File: src/rtl/mc_alu_pkg.sv
// Shared opcode encodings and FSM state type for the multi-cycle ALU.
package mc_alu_pkg;

    localparam logic [3:0] OP_AND  = 4'b0000;
    localparam logic [3:0] OP_OR   = 4'b0001;
    localparam logic [3:0] OP_ADD  = 4'b0010;
    localparam logic [3:0] OP_SUB  = 4'b0011;
    localparam logic [3:0] OP_MUL  = 4'b0100;
    localparam logic [3:0] OP_MULH = 4'b0101;
    localparam logic [3:0] OP_DIVU = 4'b0110;
    localparam logic [3:0] OP_REMU = 4'b0111;
    localparam logic [3:0] OP_SLT  = 4'b1000;

    typedef enum logic [1:0] {
        IDLE,
        CALC,
        DONE
    } state_t;

    function automatic logic is_mul_op(input logic [3:0] op);
        return (op == OP_MUL) || (op == OP_MULH);
    endfunction

    function automatic logic is_div_op(input logic [3:0] op);
        return (op == OP_DIVU) || (op == OP_REMU);
    endfunction

endpackage

File: src/rtl/mc_alu_iter.sv
// Shared iterative datapath: shift-add multiply or restoring unsigned divide,
// one bit per step. {hi, lo} is the product, or remainder/quotient.
module mc_alu_iter
    import mc_alu_pkg::*;
#(
    parameter int WIDTH = 32
) (
    input  logic             clk,
    input  logic             rst_n,
    input  logic             load,
    input  logic             is_div,
    input  logic [WIDTH-1:0] a,
    input  logic [WIDTH-1:0] b,
    input  logic             step,
    output logic [WIDTH-1:0] lo,
    output logic [WIDTH-1:0] hi
);

    logic [WIDTH-1:0] lo_q;
    logic [WIDTH-1:0] hi_q;
    logic [WIDTH-1:0] b_q;
    logic [WIDTH:0]   sum;
    logic [WIDTH:0]   shifted;
    logic [WIDTH:0]   diff;

    always_comb begin
        sum     = {1'b0, hi_q} + {1'b0, b_q};
        shifted = {hi_q, lo_q[WIDTH-1]};
        // diff[WIDTH] set means the trial subtraction borrowed: restore
        diff    = shifted - {1'b0, b_q};
    end

    always_ff @(posedge clk or negedge rst_n) begin
        if (!rst_n) begin
            lo_q <= '0;
            hi_q <= '0;
            b_q  <= '0;
        end else if (load) begin
            lo_q <= a;
            hi_q <= '0;
            b_q  <= b;
        end else if (step) begin
            if (is_div) begin
                if (!diff[WIDTH]) begin
                    hi_q <= diff[WIDTH-1:0];
                    lo_q <= {lo_q[WIDTH-2:0], 1'b1};
                end else begin
                    hi_q <= shifted[WIDTH-1:0];
                    lo_q <= {lo_q[WIDTH-2:0], 1'b0};
                end
            end else if (lo_q[0]) begin
                {hi_q, lo_q} <= {sum, lo_q[WIDTH-1:1]};
            end else begin
                {hi_q, lo_q} <= {1'b0, hi_q, lo_q[WIDTH-1:1]};
            end
        end
    end

    assign lo = lo_q;
    assign hi = hi_q;

endmodule

File: src/rtl/mc_alu.sv
// Multi-cycle ALU with valid/ready handshake; single-cycle logic ops here,
// multiply/divide delegated to the shared iterative datapath.
//   state | meaning
//   IDLE  | ready for a request; operands captured on in_valid
//   CALC  | iterating multiply/divide, one bit per cycle
//   DONE  | result held with out_valid until out_ready
module mc_alu
    import mc_alu_pkg::*;
#(
    parameter int WIDTH  = 32,
    parameter int MUL_EN = 1,
    parameter int DIV_EN = 1
) (
    input  logic             clk,
    input  logic             rst_n,
    input  logic             in_valid,
    output logic             in_ready,
    input  logic [3:0]       alu_cntrl,
    input  logic [WIDTH-1:0] data_1,
    input  logic [WIDTH-1:0] data_2,
    output logic             out_valid,
    input  logic             out_ready,
    output logic [WIDTH-1:0] alu_out,
    output logic             zero,
    output logic             err
);

    localparam int             CW       = $clog2(WIDTH + 1);
    localparam logic [CW-1:0]  CNT_INIT = CW'(WIDTH);
    localparam logic [CW-1:0]  CNT_ONE  = CW'(1);

    state_t           state_q;
    state_t           state_d;
    logic [CW-1:0]    cnt_q;
    logic [3:0]       op_q;
    logic [WIDTH-1:0] res_q;
    logic             err_q;
    logic             use_iter_q;
    logic             iter_ok;
    logic             load;
    logic             step;
    logic [WIDTH-1:0] single_res;
    logic             single_err;
    logic             slt;
    logic [WIDTH-1:0] iter_lo;
    logic [WIDTH-1:0] iter_hi;

    assign iter_ok = (is_mul_op(alu_cntrl) && (MUL_EN != 0)) ||
                     (is_div_op(alu_cntrl) && (DIV_EN != 0));
    assign slt     = $signed(data_1) < $signed(data_2);

    always_comb begin
        single_res = '0;
        single_err = 1'b0;
        case (alu_cntrl)
            OP_AND:  single_res = data_1 & data_2;
            OP_OR:   single_res = data_1 | data_2;
            OP_ADD:  single_res = data_1 + data_2;
            OP_SUB:  single_res = data_1 - data_2;
            OP_SLT:  single_res = {{(WIDTH-1){1'b0}}, slt};
            OP_MUL, OP_MULH, OP_DIVU, OP_REMU: single_err = !iter_ok;
            default: single_err = 1'b1;
        endcase
    end

    always_comb begin
        state_d   = state_q;
        in_ready  = 1'b0;
        out_valid = 1'b0;
        load      = 1'b0;
        step      = 1'b0;
        case (state_q)
            IDLE: begin
                in_ready = 1'b1;
                if (in_valid) begin
                    load    = iter_ok;
                    state_d = iter_ok ? CALC : DONE;
                end
            end
            CALC: begin
                step = 1'b1;
                if (cnt_q == CNT_ONE) state_d = DONE;
            end
            DONE: begin
                out_valid = 1'b1;
                if (out_ready) state_d = IDLE;
            end
            default: state_d = IDLE;
        endcase
    end

    always_ff @(posedge clk or negedge rst_n) begin
        if (!rst_n) begin
            state_q    <= IDLE;
            cnt_q      <= '0;
            op_q       <= OP_AND;
            res_q      <= '0;
            err_q      <= 1'b0;
            use_iter_q <= 1'b0;
        end else begin
            state_q <= state_d;
            if (state_q == IDLE && in_valid) begin
                op_q       <= alu_cntrl;
                res_q      <= single_res;
                err_q      <= single_err;
                use_iter_q <= iter_ok;
                cnt_q      <= CNT_INIT;
            end else if (state_q == CALC) begin
                cnt_q <= cnt_q - CNT_ONE;
            end
        end
    end

    mc_alu_iter #(.WIDTH(WIDTH)) u_iter (
        .clk    (clk),
        .rst_n  (rst_n),
        .load   (load),
        .is_div (is_div_op(op_q)),
        .a      (data_1),
        .b      (data_2),
        .step   (step),
        .lo     (iter_lo),
        .hi     (iter_hi)
    );

    // Iterative results are read straight from the datapath registers,
    // which stop stepping once the FSM leaves CALC.
    always_comb begin
        if (!use_iter_q)
            alu_out = res_q;
        else if (op_q == OP_MULH || op_q == OP_REMU)
            alu_out = iter_hi;
        else
            alu_out = iter_lo;
    end

    assign zero = out_valid && (alu_out == '0);
    assign err  = err_q;

endmodule

File: config.mk
export PLATFORM = sky130hd
export DESIGN_NAME = mc_alu
export DESIGN_NICKNAME = d
export VERILOG_FILES = /design/src/rtl/mc_alu_pkg.sv /design/src/rtl/mc_alu_iter.sv /design/src/rtl/mc_alu.sv
export SDC_FILE = /design/constraint.sdc
export NUM_CORES = 1
export LEC_CHECK = 0
export CORE_MARGIN = 2
export CORE_UTILIZATION = 40
export CTS_CLUSTER_DIAMETER = 100
export CTS_CLUSTER_SIZE = 14
export DETAILED_ROUTE_END_ITERATION = 6
export PLACE_DENSITY = 0.64
export SLEW_MARGIN = 20
export SYNTH_ARGS = -nofsm -noshare
export SYNTH_HDL_FRONTEND = slang
export SYNTH_SLANG_ARGS = --single-unit
File: constraint.sdc
create_clock -name clk -period 4.7 [get_ports clk]
set_input_delay 0.94 -clock clk [delete_from_list [all_inputs] [get_ports clk]]
set_output_delay 0.94 -clock clk [all_outputs]
set_load 0.01 [all_outputs]
==> results.txt <==
Tcrit/Tclk final = 95.4%
first-pass GRT wire length = 81100 µm
Crit Path Category = reg -> out
Seq/Total Area, Yosys = 23.5%
# DRC = 0
Post-synth EDFFs = 0
vias per cell = 5.92
PD cells = 184 nW/µm²
final hold vios = 0
Reg area = 3550 µm²
crit path buf inv count = 3
first-iteration detailed-routing DRC count = 1310
Crit path depth = 10
clock root cell = clkbuf_16
Final Non-Filler Cells = 2514
post-placement cell area = 16800 µm²
CP arrival = 3.54 ns
Routed WL = 52200 µm
finished layout cell area = 17400 µm²
gpl congestion = 0.946
Relative slew margins = 36.1%
worst-path maximum fanout = 26
Critical R2R Capture = u_iter.hi[29]
Remaining Overflow, GRT = 0
Vias = 14900
Synth cell types = 90
Worst EP required = 3.76 ns
R2R setup slack = 0.89 ns
Main synth FF type = dfrtp_1
Area growth, synth to finish = 14.9%
FF-to-FF Start = u_iter.lo[31]
Synth top area share = 23.5%
core area = 37400 µm²
Clock Latency Late Sink = 0.45 ns
cell total after placement = 2482
pin count of the biggest net entering global routing = 79
Net Count, Synth = 2177
status = finished clean
worst-path cell chain = nor2b_2 > nand2_4 > buf_12 > mux2i_1 > a21oi_1 > nor4_4 > buf_4 > nand4_1 > nor3_4 > clkdlybuf4s50_1
Finished Core Util = 46.4%
syn_area_per_cell = 7.82 µm²
Max Buffers Root-to-Sink = 2
DRT Pass-1 Iters = 6
Ys Warns = 0
port buffer count = 107
die height = 198 µm
WL per Instance = 20.8 µm
CP top delay family = simple AND/OR/NAND/NOR gates
commonest non-fill, non-tap cell in the layout = a21oi_1
M1 GR Usage = 38.6%
RSZ-0062 raised after global routing = no
CP Capture Type = output pin
CP max-delay cell = clkdlybuf4s50_1
max cap viols = 0
Fmax = 223 MHz
Initial Util = 40.4%
Worst-Margin Slew = 0.958 ns
area of the multi-input gates = 10700 µm²
Hold Path Class = in -> async
CTS Buf Count = 17
Post-CTS Hold Fix Bufs = 0
Sum Neg Setup Slack = 0 ns
commonest non-fill, non-tap cells in the layout = a21oi_1, nand2_1, ha_1
flops & latches, synth = 142
GR Util All Layers = 26.5%
Cells after Synth = 1933
die area = 39300 µm²
met2 Resource Use GR = 40.9%
delay of the slowest critical-path stage = 0.58 ns
diode count = 0
share of flip-flops with an asynchronous set or reset = 100%
fin crit period = 4.48 ns
maximum VDD drop = 0.000256 V
CTS HTree Levels = 4
crit path to = zero
met3 GRT Util = 3.61%
fill count = 3703
cell taking the most area after synthesis = dfrtp_1
TritonCTS clock tree = done
Area contributors post-synth = dfrtp_1, ha_1, a21oi_1
setup bufs post-CTS = 0
Cell Rows = 71
vias in the first global route = 14000
Horiz. Die Dim = 198 µm
initial antenna violation count = 0
IO Count = 108
max-slew violations = 0
Lkg Pwr = 0.00796 µW
GR peak layer = met2
CP startpoint kind = register
Worst Skew = 0.0141 ns
synthesized area = 15100 µm²
Worst Setup SP = op_q[2]
setup violators final = 0
layout cells sized above 1 = 6.14%
nets = 2234
Worst R2R Path Depth = 14
Num Clock Sinks = 142
Routed Antenna Nets = 0
DP HPWL = 39900 µm
Hold WS = 0.472 ns
CTS clk-pin slew, worst paths = 0.07 ns
## flip-flops by register name, indices dropped and copies added (netlist names)
name        count
state_q         2
res_q          32
cnt_q           6
u_iter.lo      32
use_iter_q      1
err             1
u_iter.b_q     32
u_iter.hi      32
op_q            4
## power by group
group	leakage [µW]	switching [µW]	total, µW	internal (µW)
clock	0.000269	554	1310	756
combinational	0.00606	399	652	253
sequential	0.00163	0	1220	1220
total	0.00796	953	3190	2230
## through the flow
step                setup slack, ns  power (µW)
detailed placement            0.258        1880
global route                 0.0665        3300
global placement              0.224        1880
floorplan                      1.24        1620
finish                        0.216        3190
CTS                          0.0396        3190
## layout make-up
cell class / instances / area share, %
inverter: 134 / 2.90
tap: 511 / 3.68
timing repair buffer: 149 / 8.25
clock inverter: 5 / 0.173
clock buffer: 27 / 3.01
sequential: 142 / 20.5
multi-input combinational: 1546 / 61.5
## cell usage after synthesis, types with 9 or more instances
cell / count
a221oi_1: 12
nor2_1: 157
o21ai_0: 111
o21a_1: 20
buf_2: 14
nand3_1: 33
xnor2_1: 55
o211ai_1: 27
ha_1: 168
inv_1: 134
nor4_1: 13
nand2_1: 217
dfrtp_1: 142
a21oi_1: 217
nor3_1: 29
a31oi_1: 21
o21bai_1: 23
clkbuf_1: 82
a221o_1: 31
mux2_2: 9
mux2i_1: 58
nand4_1: 14
nand2b_1: 18
o221ai_1: 16
nor2b_1: 19
a22o_1: 10
buf_1: 12
and2_1: 11
o31ai_1: 15
o21ai_1: 14
a211oi_1: 26
xor2_1: 21
a21o_1: 47
## worst min path at each step
stage,slack (ns),startpoint,to
after floorplan,0.45,res_q[10],res_q[10]
after global placement,0.47,res_q[5],res_q[5]
after detailed placement,0.47,err,err
after CTS,0.49,res_q[1],res_q[1]
after global routing,0.50,res_q[1],res_q[1]
final,0.47,rst_n,u_iter.lo[7]
## kinds of logic (layout without fill, tap and decap cells)
| kind of cell | after synthesis | after routing | share of synthesized area [%] |
|---|---|---|---|
| DFF | 142 | 142 | 23.5 |
| adders and majority gates | 172 | 172 | 14.4 |
| xor gates and xnor gates | 76 | 76 | 4.41 |
| AOI/OAI and AO/OA | 686 | 686 | 30.5 |
| buffers and inverters | 245 | 315 | 6.33 |
| and+or+nand+nor | 543 | 543 | 16.2 |
| muxes | 69 | 69 | 4.69 |
## per-layer routing
layer,vias to the layer above,part of all wire (%)
li1,7115,-
met1,7146,47
met2,572,44
met3,58,6.6
met4,0,2.0
met5,-,0
## timing repair
action,CTS,global route
resized for setup,3,4
pin swaps,0,2
setup endpoints to repair,1,1
gates cloned,0,0
Power figures use the tool's default switching activity.
